--- src/rtl/regfile_arb_pkg.sv ---
// Shared types for the register-file write-back arbiter: requester and
// round-robin state encodings plus the default-width write request.
package regfile_arb_pkg;

    localparam int ADDR_W_DEF = 5;
    localparam int DATA_W_DEF = 32;

    typedef enum logic {
        REQ_ALU = 1'b0,
        REQ_MEM = 1'b1
    } req_e;

    typedef enum logic {
        LAST_ALU = 1'b0,
        LAST_MEM = 1'b1
    } arb_state_e;

    typedef struct packed {
        logic [ADDR_W_DEF-1:0] addr;
        logic [DATA_W_DEF-1:0] data;
    } wr_req_t;

endpackage

--- src/rtl/regfile_write_arbiter_wb_fifo.sv ---
// wb_fifo: small power-of-two FIFO with wrap-bit pointers; exposes every slot
// and a per-slot occupancy vector so the owner can search queued entries.
module wb_fifo #(
    parameter int DEPTH = 2,
    parameter int W     = 37
) (
    input  logic                    clk,
    input  logic                    reset,
    input  logic                    push_i,
    input  logic [W-1:0]            din_i,
    input  logic                    pop_i,
    output logic                    full_o,
    output logic                    empty_o,
    output logic [W-1:0]            head_o,
    output logic [DEPTH-1:0][W-1:0] entries_o,
    output logic [DEPTH-1:0]        valid_o
);

    localparam int AW    = $clog2(DEPTH);
    localparam int PTR_W = AW + 1;

    logic [PTR_W-1:0]        wptr_q, rptr_q;
    logic [DEPTH-1:0][W-1:0] mem_q;
    logic [PTR_W-1:0]        count_s;
    logic                    pop_en_s, push_en_s;

    assign empty_o   = (wptr_q == rptr_q);
    assign full_o    = (wptr_q[AW] != rptr_q[AW]) && (wptr_q[AW-1:0] == rptr_q[AW-1:0]);
    assign pop_en_s  = pop_i && !empty_o;
    // A full buffer may still take a write when the head leaves on the same edge.
    assign push_en_s = push_i && (!full_o || pop_en_s);
    assign count_s   = wptr_q - rptr_q;
    assign head_o    = mem_q[rptr_q[AW-1:0]];
    assign entries_o = mem_q;

    always_ff @(posedge clk or posedge reset) begin
        if (reset) begin
            wptr_q <= {PTR_W{1'b0}};
            rptr_q <= {PTR_W{1'b0}};
            mem_q  <= {(DEPTH*W){1'b0}};
        end else begin
            if (push_en_s) begin
                mem_q[wptr_q[AW-1:0]] <= din_i;
                wptr_q                <= wptr_q + {{(PTR_W-1){1'b0}}, 1'b1};
            end
            if (pop_en_s) begin
                rptr_q <= rptr_q + {{(PTR_W-1){1'b0}}, 1'b1};
            end
        end
    end

    always_comb begin
        valid_o = {DEPTH{1'b0}};
        for (int i = 0; i < DEPTH; i++) begin
            valid_o[i] = ({1'b0, AW'(i) - rptr_q[AW-1:0]} < count_s);
        end
    end

endmodule

--- src/rtl/regfile_write_arbiter.sv ---
// Register-file write-back arbiter: ALU and load results queue per requester and
// issue one write per cycle. Define REGFILE_ARB_PENDING_EN for pend1/pend2 lookup.
module regfile_write_arbiter
    import regfile_arb_pkg::*;
#(
    parameter int DEPTH  = 2,
    parameter int ADDR_W = ADDR_W_DEF,
    parameter int DATA_W = DATA_W_DEF
) (
    input  logic              clk,
    input  logic              reset,
    input  logic              alu_valid,
    input  logic [ADDR_W-1:0] alu_addr,
    input  logic [DATA_W-1:0] alu_data,
    output logic              alu_ready,
    input  logic              mem_valid,
    input  logic [ADDR_W-1:0] mem_addr,
    input  logic [DATA_W-1:0] mem_data,
    output logic              mem_ready,
    output logic              rf_we,
    output logic [ADDR_W-1:0] rf_waddr,
    output logic [DATA_W-1:0] rf_wdata,
    input  logic [ADDR_W-1:0] rd_addr1,
    input  logic [ADDR_W-1:0] rd_addr2,
    output logic              pend1,
    output logic              pend2
);

    localparam int W = ADDR_W + DATA_W;

    logic                    alu_push_s, mem_push_s, alu_pop_s, mem_pop_s;
    logic                    alu_full_s, mem_full_s, alu_empty_s, mem_empty_s;
    logic [W-1:0]            alu_head_s, mem_head_s;
    logic [DEPTH-1:0][W-1:0] alu_ents_s, mem_ents_s;
    logic [DEPTH-1:0]        alu_vld_s, mem_vld_s;
    arb_state_e              state_q, state_d;
    req_e                    gnt_sel_s;
    logic                    gnt_vld_s;
    logic [ADDR_W-1:0]       gnt_addr_s, rf_waddr_q;
    logic [DATA_W-1:0]       gnt_data_s, rf_wdata_q;
    logic                    rf_we_q;
    logic                    unused_ents_s;

    assign alu_ready  = !reset && !alu_full_s;
    assign mem_ready  = !reset && !mem_full_s;
    // Writes to register 0 are accepted but never stored.
    assign alu_push_s = alu_valid && alu_ready && (alu_addr != {ADDR_W{1'b0}});
    assign mem_push_s = mem_valid && mem_ready && (mem_addr != {ADDR_W{1'b0}});
    assign alu_pop_s  = gnt_vld_s && (gnt_sel_s == REQ_ALU);
    assign mem_pop_s  = gnt_vld_s && (gnt_sel_s == REQ_MEM);

    wb_fifo #(.DEPTH(DEPTH), .W(W)) u_alu_fifo (
        .clk(clk), .reset(reset), .push_i(alu_push_s), .din_i({alu_addr, alu_data}),
        .pop_i(alu_pop_s), .full_o(alu_full_s), .empty_o(alu_empty_s),
        .head_o(alu_head_s), .entries_o(alu_ents_s), .valid_o(alu_vld_s)
    );

    wb_fifo #(.DEPTH(DEPTH), .W(W)) u_mem_fifo (
        .clk(clk), .reset(reset), .push_i(mem_push_s), .din_i({mem_addr, mem_data}),
        .pop_i(mem_pop_s), .full_o(mem_full_s), .empty_o(mem_empty_s),
        .head_o(mem_head_s), .entries_o(mem_ents_s), .valid_o(mem_vld_s)
    );

    always_ff @(posedge clk or posedge reset) begin
        if (reset) begin
            state_q <= LAST_MEM;
        end else begin
            state_q <= state_d;
        end
    end

    always_comb begin
        state_d = state_q;
        if (gnt_vld_s) begin
            case (gnt_sel_s)
                REQ_ALU: state_d = LAST_ALU;
                REQ_MEM: state_d = LAST_MEM;
                default: state_d = state_q;
            endcase
        end else begin
            state_d = state_q;
        end
    end

    // Grant: same-address collision favours the load so its value lands last-but-one.
    always_comb begin
        gnt_vld_s = 1'b0;
        gnt_sel_s = REQ_ALU;
        if (!alu_empty_s && !mem_empty_s) begin
            gnt_vld_s = 1'b1;
            if ((alu_head_s[W-1:DATA_W] == mem_head_s[W-1:DATA_W]) &&
                (mem_head_s[W-1:DATA_W] != {ADDR_W{1'b0}})) begin
                gnt_sel_s = REQ_MEM;
            end else if (state_q == LAST_MEM) begin
                gnt_sel_s = REQ_ALU;
            end else begin
                gnt_sel_s = REQ_MEM;
            end
        end else if (!alu_empty_s) begin
            gnt_vld_s = 1'b1;
            gnt_sel_s = REQ_ALU;
        end else if (!mem_empty_s) begin
            gnt_vld_s = 1'b1;
            gnt_sel_s = REQ_MEM;
        end else begin
            gnt_vld_s = 1'b0;
        end
        if (gnt_sel_s == REQ_MEM) begin
            gnt_addr_s = mem_head_s[W-1:DATA_W];
            gnt_data_s = mem_head_s[DATA_W-1:0];
        end else begin
            gnt_addr_s = alu_head_s[W-1:DATA_W];
            gnt_data_s = alu_head_s[DATA_W-1:0];
        end
    end

    always_ff @(posedge clk or posedge reset) begin
        if (reset) begin
            rf_we_q    <= 1'b0;
            rf_waddr_q <= {ADDR_W{1'b0}};
            rf_wdata_q <= {DATA_W{1'b0}};
        end else begin
            rf_we_q <= gnt_vld_s;
            if (gnt_vld_s) begin
                rf_waddr_q <= gnt_addr_s;
                rf_wdata_q <= gnt_data_s;
            end
        end
    end

    assign rf_we    = rf_we_q;
    assign rf_waddr = rf_waddr_q;
    assign rf_wdata = rf_wdata_q;

    // Queued data fields are never searched.
    assign unused_ents_s = ^{alu_ents_s, mem_ents_s};

`ifdef REGFILE_ARB_PENDING_EN
    logic pend1_s, pend2_s;

    always_comb begin
        pend1_s = rf_we_q && (rf_waddr_q == rd_addr1);
        pend2_s = rf_we_q && (rf_waddr_q == rd_addr2);
        for (int i = 0; i < DEPTH; i++) begin
            pend1_s = pend1_s | (alu_vld_s[i] && (alu_ents_s[i][W-1:DATA_W] == rd_addr1))
                              | (mem_vld_s[i] && (mem_ents_s[i][W-1:DATA_W] == rd_addr1));
            pend2_s = pend2_s | (alu_vld_s[i] && (alu_ents_s[i][W-1:DATA_W] == rd_addr2))
                              | (mem_vld_s[i] && (mem_ents_s[i][W-1:DATA_W] == rd_addr2));
        end
        pend1_s = pend1_s && (rd_addr1 != {ADDR_W{1'b0}});
        pend2_s = pend2_s && (rd_addr2 != {ADDR_W{1'b0}});
    end

    assign pend1 = pend1_s;
    assign pend2 = pend2_s;
`else
    logic unused_pend_s;

    assign unused_pend_s = ^{rd_addr1, rd_addr2, alu_vld_s, mem_vld_s};
    assign pend1         = 1'b0;
    assign pend2         = 1'b0;
`endif

endmodule

--- config.mk ---
export PLATFORM = sky130hd
export DESIGN_NAME = regfile_write_arbiter
export DESIGN_NICKNAME = d
export VERILOG_FILES = /design/src/rtl/regfile_arb_pkg.sv /design/src/rtl/regfile_write_arbiter_wb_fifo.sv /design/src/rtl/regfile_write_arbiter.sv
export SDC_FILE = /design/constraint.sdc
export NUM_CORES = 1
export LEC_CHECK = 0
export ABC_AREA = 1
export ABC_CLOCK_PERIOD_IN_PS = 9400
export BUFFER_PORTS_ARGS = -buffer_cell sky130_fd_sc_hd__clkbuf_2
export CORE_MARGIN = 2
export CORE_UTILIZATION = 49
export CTS_CLUSTER_SIZE = 28
export DETAILED_ROUTE_END_ITERATION = 10
export PLACE_DENSITY = 0.7
export SYNTH_ARGS = -nofsm -noshare
export SYNTH_HDL_FRONTEND = slang
export SYNTH_SLANG_ARGS = --single-unit
--- constraint.sdc ---
create_clock -name clk -period 9.4 [get_ports clk]
set_clock_uncertainty 0.1 [all_clocks]
set_input_delay 1.88 -clock clk [delete_from_list [all_inputs] [get_ports clk]]
set_output_delay 1.88 -clock clk [all_outputs]
set_load 0.01 [all_outputs]
* After elaboration in Yosys (flattened, before gate mapping)
Cells that the tools add are included.
** Storage, ports and cells
- Flip-flop bits (word level) :: 195
- Input port bits :: 88
- Output and inout port bits :: 42
** Cells by class
- Add/sub/neg operators :: 4
- $lt $le $gt $ge :: 6
- Equality and inequality tests :: 7
- Multiplexer cells :: 20
- Bitwise operators :: 1
- Reduce and logical (&&, ||, !) cells :: 28
** Operators with widths (count)
- 37-bit two-way mux :: 6
- 74-bit bitwise mux :: 2
- 37-bit demux with 1-bit select :: 2
- 32-bit two-way mux :: 1
- 1-bit logical AND :: 18
- 5-bit nonzero test :: 3
- 2-bit by 1-bit adder with 2-bit output (second input constant) :: 4
- 1-bit by 2-bit < comparator with 1-bit output (second input constant) :: 4
- 1-bit two-way mux :: 7
- 5-bit equality test :: 1
- 1-bit logical NOT :: 5
- 5-bit two-way mux :: 1
- 2-bit equality test :: 2
- 1-bit equality test :: 2
- 1-bit greater-or-equal comparator (second input constant) :: 2
- 1-bit logical OR :: 2
- 1-bit inequality test :: 2
- 1-bit one-hot mux with 2 select lines :: 1
- 1-bit NOT :: 1

* Depth between registers and ports, before layout
Gate-level depths: netlist (run 1).
- Word-level depth :: 11
- Mapped depth :: 16
- Depth with buffers taken out :: 14

* Modules after synthesis
A second synthesis (run 1) with hierarchy kept.
** Unflattened totals
- Cell total of the unflattened synthesis :: 1280
- Area, all modules :: 9739.3 um^2
** Modules (own cells, without submodules)
- wb_fifo :: instances 2, cells an instance 485, area an instance 3794.9 um^2, sequential area each 1951.9 um^2
- regfile_write_arbiter :: instances 1, cells an instance 310, area an instance 2149.6 um^2, sequential area each 977.2 um^2

* Worst setup path after synthesis (run 1)
No wires, ideal clock.
- Path type :: input port to output port
- Start point :: input reset
- End point :: output alu_ready
- Arrival time :: 2034 ps
- Required time :: 7420 ps
- Path slack :: 5386 ps
- Stages on the path :: 1
- Buffers on the path :: 0
- Cell sequence :: a21oi_2
** Between the ends
- Word-level cells in the longest chain between the ends :: 2
** Ends and longest elaborated chain
- from (decl) :: line regfile_write_arbiter.sv:11 : input logic reset,
- 1-bit logical NOT (no line)
- 1-bit logical AND :: line regfile_write_arbiter.sv:44 : assign alu_ready = !reset && !alu_full_s;
- to (decl) :: line regfile_write_arbiter.sv:15 : output logic alu_ready,
No other way between the ends.

* Worst setup path in the final report (run 1)
Same ends and word-level chain as after synthesis.

==> results.py, run 1 <==
metrics = {
    "status": {
        "status": "finished, final reports clean",
    },
    "setup_path": {
        "crit_family": "buffers and inverters",
        "cp_cell_sequence": "clkbuf_2 > a21oi_2 > clkbuf_2",
        "crit_path_max_incr_delay_ns": 0.16,
        "worst_path_most_repeated_cell": "clkbuf_2",
        "cp_max_fo": 3,
        "crit_required_ns": 7.42,
        "cp.arrival_ns": 2.35,
        "critical_path_class": "input pin to output pin",
        "start_kind": "input pin",
        "slowest_stage": "clkbuf_2",
        "cp-end-kind": "output pin",
        "crit_buf_inv": 2,
    },
    "sta": {
        "tightest_slew_ns": 1.01,
        "fin_ws_ns": 5.07,
        "post-route-min-period_ns": 4.33,
        "drv_slew": 0,
        "setup_tns_ns": 0,
        "setup_viol": 0,
        "maxSlewHeadroom_pct": 32.6,
        "period_share_pct": 46.1,
        "hold_viol": 0,
        "grt_setup_unrepaired": "no",
        "max_freq_mhz": 231,
    },
    "final_layout": {
        "multi_input_area_um2": 3250,
        "area_growth_pct": 13.5,
        "drive_gt1_share_pct": 16.0,
        "layout.nets": 1179,
        "diodes": 0,
        "nFillCells": 1656,
        "final_util_pct": 56.3,
        "regArea_um2": 4880,
    },
    "clock_network": {
        "cts_root_buf": "clkbuf_16",
        "cts.sinks": 195,
        "cts_buffers": 17,
        "post_cts_buffers": 0,
        "holdBufCountCts": 0,
        "clk_path_buf_depth": 2,
        "htreeDepth": 4,
        "clk_latency_ns": 0.44,
        "cts_resized": 0,
        "clk_pin_slew_ns": 0.07,
        "cts_tree": "done",
    },
    "drt": {
        "vias_per_cell": 5.10,
        "routed-wl-met3_um": 888,
        "vias": 6804,
        "wl_met1_um": 9110,
        "finalWirelength_um": 19800,
        "top_layer": "met4",
        "ant_nets": 0,
        "drt-pass1-iter-count": 5,
        "route.met2.wl_um": 9540,
        "dr.first_iter.drc_count": 373,
        "drc_errors": 0,
        "routedWlPerCell_um": 14.8,
    },
    "global_route": {
        "antenna_found_initial": 0,
        "grt_pass1_wl_um": 33400,
        "grt_usage_pct": 21.4,
        "grt_max_degree": 129,
        "grt_pass1_vias": 6734,
        "overflow": 0,
    },
    "synthesis": {
        "synth_edf_count": 0,
        "avgSynthCellArea_um2": 8.74,
        "yosysUniqueCellTypes": 21,
        "yosysSeqAreaShare_pct": 55.3,
        "synth.most_common_cell": "nand2_1",
        "syn-cell-area_um2": 8820,
        "synthTopCellsByArea": "dfrtp_1 (55%), nand2_1 (14%), mux2i_1 (7.3%)",
        "yosysWarnings": 0,
        "synth_top_cells_by_count": "nand2_1 (332), dfrtp_1 (194), o21ai_1 (111), inv_1 (98), nand3_1 (75)",
        "yosys.area.top_type": "dfrtp_1",
        "ys.flop_type": "dfrtp_1",
        "synthArstFlopShare_pct": 100,
        "postSynthCellCount": 1009,
        "synth_top_area_share_pct": 55.1,
        "synth_seq_cells": 195,
    },
    "floorplanning": {
        "initial_core_util_pct": 49.6,
        "num_io_pins": 130,
        "core_um2": 17800,
        "rows": 49,
        "die_w_um": 138,
        "die_area_um2": 19100,
        "die_h_um": 138,
    },
    "power_and_ir_drop": {
        "ir_drop_uv": 439,
        "leakage_nw": 5.41,
        "power.density_nw_per_um2": 402,
    },
    "placed_design": {
        "preCtsSetupSlack_ns": 5.07,
        "gp_congestion": 0.776,
        "portBuffers": 117,
        "post-dp-hpwl_um": 12400,
    },
    "flow_run": {
        "maxCapViolCount": 0,
    },
    "min_path": {
        "hold_path.class": "flop to flop",
    },
}
## stage by stage
stage	total power (W)	hold WS, ns	instance area [µm²]	cells
3_3_place_gp	0.00330	0.361	9450	1301
2_1_floorplan	0.00286	0.352	8820	1010
3_5_place_dp	0.00335	0.365	9450	1301
6_report	0.00402	0.379	10000	1333
5_1_grt	0.00437	0.405	10000	1333
4_1_cts	0.00406	0.386	10000	1333
## area by class of cell
type                       instances  area share, %
clock buffer                      17           4.25
clock inverter                    15           1.39
inverter                         100           3.82
multi-input combinational        652           32.4
sequential                       195           48.8
tap                              229           2.86
timing repair buffer             125           6.45
## path summary, 6_finish.rpt
path                       slack [ns]                      end  cells past startpoint                  from
min reg2reg                      0.38             rf_wdata[22]                      2          rf_wdata[22]
max reg2reg                      5.12             rf_wdata[22]                     15  u_alu_fifo.rptr_q[0]
min                              0.38             rf_wdata[22]                      2          rf_wdata[22]
max in group asynchronous        6.12     u_alu_fifo.rptr_q[0]                      3                 reset
max                              5.07                alu_ready                      3                 reset
min in group asynchronous        1.58  u_mem_fifo.entries_o[0]                      2                 reset
## layout by cell type, fill, tap and decap left out, types with 7 or more instances in the layout
cell type / count
nand2_2: 7
o21ai_1: 111
buf_4: 8
nor2_1: 7
clkbuf_2: 117
nand2_1: 325
clkbuf_16: 17
inv_1: 97
mux2i_1: 64
dfrtp_1: 192
o21ai_0: 42
nand3_1: 75
## power breakdown
| part | switching (W) | leakage, nW | internal, W |
|---|---|---|---|
| Sequential | 0.000236 | 2.42 | 0.00126 |
| Clock | 0.000346 | 0.269 | 0.000350 |
| Combinational | 0.00116 | 2.72 | 0.000674 |
| Total | 0.00174 | 5.41 | 0.00228 |
## cell families after synthesis
kind of cell	Yosys count	synth area share (%)
simple gates	416	18.8
xor+xnor	11	1.18
mux	64	7.26
flops	195	55.3
compound gates	159	9.28
buf+inv	163	8.06
other cells	1	0.0425
## state kept, by name, summed over array words and instances (netlist names)
register,cells
u_alu_fifo.entries_o,74
u_mem_fifo.entries_o,74
rf_wdata,32
rf_waddr,5
u_alu_fifo.rptr_q,2
u_alu_fifo.wptr_q,2
u_mem_fifo.rptr_q,2
u_mem_fifo.wptr_q,2
rf_we,1
state_q,1
## metal layers
layer,global-route usage [%],vias up
met2,34.8,153
met4,5.48,0
met1,29.6,3255
li1,-,3377
met3,4.71,19
met5,0,-
## worst reg2reg max path: stages, from the launching register on
cell and delay [ns]:
dfrtp_2 0.80, buf_4 0.50, inv_1 0.23, nand2_1 0.10, nand2_1 0.07, nand2_1 0.06
nand2_1 0.05, inv_1 0.04, nand2_1 0.04, nor2_1 0.12, nand2_1 0.10, nand2_2 0.65
nand2_2 0.84, nand2_1 0.30, nand3_1 0.11, nand2_1 0.09
(Power assumes the default switching activity.)
==> inputs of run 2 (changes only) <==
Settings changed: ABC_CLOCK_PERIOD_IN_PS 9400 to 4000.
Clock period 9.4 ns to 4 ns, I/O delays scaled along.
==> run 2 against run 1 <==
  * Largest cell class unchanged
  * Total power is 140% higher
  * Critical endpoint is now u_alu_fifo.rptr_q[1]
  * Critical path depth rose by 11
  * Worst hold slack worse by 0.0010 ns
  * Sequential power is 140% higher
  * Utilization is 0.83 points higher
==> results.py, run 2 (synthesis results as in run 1) <==
metrics = {
    "power_and_ir_drop": {
        "leakage_nw": 5.50,
        "power.density_nw_per_um2": 943,
        "power_w": 0.00958,
        "ir_drop_uv": 599,
    },
    "sta": {
        "setup_tns_ns": 0,
        "setup_viol": 0,
        "hold_viol": 0,
        "hold_ws_ns": 0.378,
        "post-route-min-period_ns": 2.93,
        "drv_slew": 0,
        "grt_setup_unrepaired": "no",
        "tightest_slew_ns": 0.837,
        "period_share_pct": 73.2,
        "max_freq_mhz": 342,
        "maxSlewHeadroom_pct": 44.1,
    },
    "placed_design": {
        "post-dp-hpwl_um": 12900,
        "gp_congestion": 0.796,
        "place_inst": 1309,
        "portBuffers": 117,
    },
    "drt": {
        "vias": 6770,
        "finalWirelength_um": 19600,
        "ant_nets": 0,
        "dr.first_iter.drc_count": 502,
        "drc_errors": 0,
        "routedWlPerCell_um": 14.7,
        "vias_per_cell": 5.05,
        "drt-pass1-iter-count": 5,
    },
    "clock_network": {
        "cts_resized": 0,
        "cts_root_buf": "clkbuf_16",
        "cts_tree": "done",
        "cts.sinks": 195,
        "clk_pin_slew_ns": 0.07,
        "clk_latency_ns": 0.43,
        "holdBufCountCts": 0,
        "cts_buffers": 17,
        "post_cts_buffers": 0,
        "htreeDepth": 4,
        "clk_path_buf_depth": 2,
    },
    "final_layout": {
        "layout.nets": 1187,
        "final_cell_mix": "nand2_1 (325), dfrtp_1 (192), clkbuf_2 (117)",
        "diodes": 0,
        "drive_gt1_share_pct": 16.6,
        "multi_input_area_um2": 3250,
        "nFillCells": 1626,
        "area_growth_pct": 15.2,
        "final_util_pct": 57.1,
        "final_cells": 1341,
        "regArea_um2": 4880,
        "final_common_cell": "nand2_1",
    },
    "global_route": {
        "antenna_found_initial": 0,
        "grt_max_degree": 60,
        "grt_usage_pct": 21.4,
        "grt_pass1_vias": 6713,
        "grt_pass1_wl_um": 33300,
        "overflow": 0,
    },
    "setup_path": {
        "start_kind": "flop",
        "cp-end-kind": "flop",
        "cp.arrival_ns": 3.14,
        "critical_path_class": "flop to flop",
        "cp_max_fo": 26,
        "crit_required_ns": 4.21,
    },
    "floorplanning": {
        "die_w_um": 138,
        "rows": 49,
        "core_um2": 17800,
        "die_area_um2": 19100,
        "initial_core_util_pct": 49.6,
        "die_h_um": 138,
        "num_io_pins": 130,
    },
    "min_path": {
        "hold_path.class": "flop to flop",
    },
    "flow_run": {
        "maxCapViolCount": 0,
    },
    "status": {
        "status": "finished, final reports clean",
    },
}
run 2: worst paths after layout:
check | slack, ns | cells after the start | end | startpoint
worst max-delay path | 1.07 | 14 | u_alu_fifo.rptr_q[1] | u_alu_fifo.rptr_q[0]
worst min-delay path | 0.38 | 2 | rf_waddr[1] | rf_waddr[1]
worst max register to register | 1.07 | 14 | u_alu_fifo.rptr_q[1] | u_alu_fifo.rptr_q[0]
worst min register to register | 0.38 | 2 | rf_waddr[1] | rf_waddr[1]
max in group asynchronous | 2.40 | 3 | u_alu_fifo.entries_o[54] | reset
min in group asynchronous | 0.46 | 2 | u_alu_fifo.entries_o[73] | reset
run 2: layout make-up:
| class | count | share of cell area, % |
|---|---|---|
| flip-flops and latches | 195 | 48.1 |
| multi-input cells | 652 | 32.0 |
| repair buffers | 133 | 7.56 |
| clock buffers | 17 | 4.19 |
| inverters | 100 | 3.73 |
| well taps | 229 | 2.82 |
| clock inverters | 15 | 1.65 |
run 2: report_power, final:
group          internal, W  total, W  switching [W]
Sequential         0.00295   0.00356       0.000603
Clock             0.000890   0.00170       0.000810
Combinational      0.00164   0.00432        0.00268
Total              0.00549   0.00958        0.00409
run 2: worst max-delay path: stages, from the launching register on:
cell,delay [ns]
dfrtp_2,0.82
inv_1,0.28
nand2_1,0.13
nand2_1,0.08
nand2_1,0.08
nand2_1,0.07
nand2_1,0.07
nor2_1,0.04
nand2_1,0.08
nand2_2,0.31
nand2_2,0.17
buf_4,0.28
nand2_1,0.13
nand2_1,0.08
o21ai_0,0.07
run 2: through the flow:
| step | setup WS (ns) | cell area [µm²] |
|---|---|---|
| floorplan | 0.582 | 8830 |
| global placement | 1.12 | 9570 |
| detailed placement | 1.11 | 9570 |
| CTS | 1.08 | 10200 |
| global route | 0.794 | 10200 |
| finish | 1.07 | 10200 |
run 2: per-layer routing:
| metal | vias up | wire length (µm) | part of all wire (%) | track usage, % |
|---|---|---|---|---|
| met1 | 3223 | 9230 | 47 | 30.1 |
| met4 | 0 | 291 | 1.5 | 5.75 |
| met2 | 141 | 9440 | 48 | 34.4 |
| met5 | - | 0 | 0 | 0 |
| li1 | 3381 | - | - | - |
| met3 | 25 | 683 | 3.5 | 4.19 |
==> inputs of run 3 (changes only) <==
Settings changed: ABC_AREA 1 to 0, ABC_CLOCK_PERIOD_IN_PS 4000 to 2590, PLACE_DENSITY 0.7 to 0.73.
Clock period 4 ns to 2.59 ns, I/O delays scaled along.
==> run 3 against run 2 <==
  * Setup slack got worse by 0.91 ns
  * Sequential share of layout area down 2.9 points
  * Critical path type unchanged
  * Non-clock buffer count grew 18
==> results.py, run 3 <==
metrics = {
    "power_and_ir_drop": {
        "power_w": 0.0179,
        "seq_power_share_pct": 32.1,
        "p_comb_share_pct": 53.7,
        "power.density_nw_per_um2": 1650,
        "pwr-share-clk_pct": 14.2,
        "p_sw_w": 0.00741,
        "leakage_nw": 4.75,
        "p_int_w": 0.0105,
        "switching_share_pct": 41.5,
        "ir_drop_uv": 1130,
    },
    "clock_network": {
        "htreeDepth": 4,
        "cts_root_buf": "clkbuf_16",
        "cts_tree": "done",
        "clk_path_buf_depth": 2,
        "clk_pin_slew_ns": 0.07,
        "cts_buffers": 17,
        "clk_latency_ns": 0.44,
        "post_cts_buffers": 0,
        "cts.sinks": 195,
    },
    "floorplanning": {
        "num_io_pins": 130,
        "die_w_um": 142,
        "rows": 50,
        "die_h_um": 142,
        "core_um2": 18600,
        "initial_core_util_pct": 49.7,
        "die_area_um2": 20000,
    },
    "synthesis": {
        "synth_top_area_share_pct": 52.3,
        "postSynthCellCount": 698,
        "yosysSeqAreaShare_pct": 52.6,
        "synth_edf_count": 0,
        "synth.most_common_cell": "dfrtp_1",
        "syn-cell-area_um2": 9270,
        "avgSynthCellArea_um2": 13.3,
        "synth_seq_cells": 195,
        "yosysWarnings": 0,
        "yosys.area.top_type": "dfrtp_1",
        "synthArstFlopShare_pct": 100,
        "synthTopCellsByArea": "dfrtp_1 (52%), mux2_2 (12%), mux2i_1 (7.7%)",
        "ys.flop_type": "dfrtp_1",
        "yosysUniqueCellTypes": 49,
        "synth_top_cells_by_count": "dfrtp_1 (194), mux2_2 (102), mux2i_1 (71), mux2_1 (50), nor2_1 (42)",
    },
    "final_layout": {
        "diodes": 0,
        "final_cell_mix": "dfrtp_1 (192), clkbuf_2 (117), mux2_2 (102)",
        "drive_gt1_share_pct": 40.6,
        "final_common_cell": "dfrtp_1",
        "final_util_pct": 58.0,
        "layout.nets": 907,
        "area_growth_pct": 16.6,
        "fin_area_um2": 10800,
    },
    "setup_path": {
        "start_kind": "flop",
        "startpoint": "u_mem_fifo.rptr_q[0]",
        "critical_path_class": "flop to flop",
        "cp-end-kind": "flop",
        "cp.arrival_ns": 2.64,
        "cp_max_fo": 24,
        "regToRegStartpoint": "u_mem_fifo.rptr_q[0]",
        "crit_required_ns": 2.81,
    },
    "sta": {
        "grt_setup_unrepaired": "no",
        "setup_viol": 0,
        "period_share_pct": 93.7,
        "maxSlewHeadroom_pct": 57.1,
        "drv_slew": 0,
        "tightest_slew_ns": 0.644,
        "max_freq_mhz": 412,
        "hold_viol": 0,
        "hold_ws_ns": 0.0622,
        "post-route-min-period_ns": 2.43,
        "setup_tns_ns": 0,
    },
    "global_route": {
        "use_met3_pct": 4.59,
        "overflow": 0,
        "grt_pass1_wl_um": 34500,
        "busiest_layer": "met2",
        "grt_usage_pct": 22.3,
        "grt_use_met2_pct": 38.6,
        "antenna_found_initial": 0,
        "met1_usage_pct": 28.5,
        "grt_max_degree": 53,
        "grt_pass1_vias": 6533,
    },
    "drt": {
        "drc_errors": 0,
        "vias_per_cell": 5.74,
        "drt-pass1-iter-count": 5,
        "routedWlPerCell_um": 20.0,
        "vias": 6124,
        "ant_nets": 0,
        "finalWirelength_um": 21300,
        "dr.first_iter.drc_count": 351,
    },
    "placed_design": {
        "post-dp-hpwl_um": 14300,
        "gp_congestion": 0.856,
        "postPlaceCellArea_um2": 10200,
        "portBuffers": 117,
    },
    "status": {
        "status": "finished, final reports clean",
    },
    "min_path": {
        "hold_path.class": "input pin to async pin",
    },
    "flow_run": {
        "maxCapViolCount": 0,
    },
}
-- run 3: path summary, 6_finish.rpt --
| kind | end | slack, ns | depth (start not counted) |
|---|---|---|---|
| max in group asynchronous | u_alu_fifo.entries_o[22] | 1.56 | 3 |
| max | u_mem_fifo.entries_o[56] | 0.16 | 6 |
| min in group clk | u_alu_fifo.entries_o[54] | 0.20 | 2 |
| max reg2reg | u_mem_fifo.entries_o[56] | 0.16 | 6 |
| min | u_mem_fifo.entries_o[73] | 0.06 | 2 |
| min reg2reg | u_alu_fifo.entries_o[29] | 0.39 | 1 |
-- run 3: power groups by stage --
stage	clock, W	combinational [W]	sequential [W]
3_5_place_dp	0	0.00956	0.00579
2_1_floorplan	0	0.00727	0.00553
3_3_place_gp	0	0.00935	0.00571
4_1_cts	0.00257	0.00963	0.00574
5_1_grt	0.00271	0.0105	0.00593
6_report	0.00253	0.00960	0.00573
-- run 3: per-layer routing --
| metal | part of all wire [%] | wire, µm | vias up |
|---|---|---|---|
| li1 | - | - | 2804 |
| met1 | 44 | 9350 | 3155 |
| met2 | 50 | 10700 | 146 |
| met3 | 4.5 | 952 | 19 |
| met4 | 1.4 | 293 | 0 |
| met5 | 0 | 0 | - |
-- run 3: worst max-delay path, stage by stage (launching register included) --
cell	delay, ns
dfrtp_2	0.52
xnor2_1	0.21
a21oi_1	0.24
o311a_1	0.27
and2_2	0.19
buf_4	0.37
mux2_2	0.39
-- run 3: what timing repair did --
item,in CTS,in global routing
hold buffers,0,0
gates resized for setup,0,1
setup endpoints to repair,0,16
-- run 3: cell type report --
type | count | area, µm²
Clock buffer | 20 | 467
Clock inverter | 12 | 97.6
Fill cell | 1515 | 7830
Inverter | 5 | 22.5
Multi-Input combinational cell | 449 | 4090
Sequential cell | 195 | 4890
Tap cell | 234 | 293
Timing Repair Buffer | 151 | 953
-- run 3: logic make-up after synthesis --
group                     synth area share, %
other                                  0.0404
buffers and inverters                    3.85
and+or+nand+nor                          5.94
DFF                                      52.6
muxes                                    26.5
AOI/OAI and AO/OA                        9.38
xor gates and xnor gates                 1.66
-- run 3: metrics by stage --
stage / setup WS [ns] / cells
4_1_cts: 0.103 / 1066
3_3_place_gp: 0.156 / 1034
5_1_grt: 0.00376 / 1066
3_5_place_dp: 0.155 / 1034
6_report: 0.162 / 1066
2_1_floorplan: -0.546 / 699
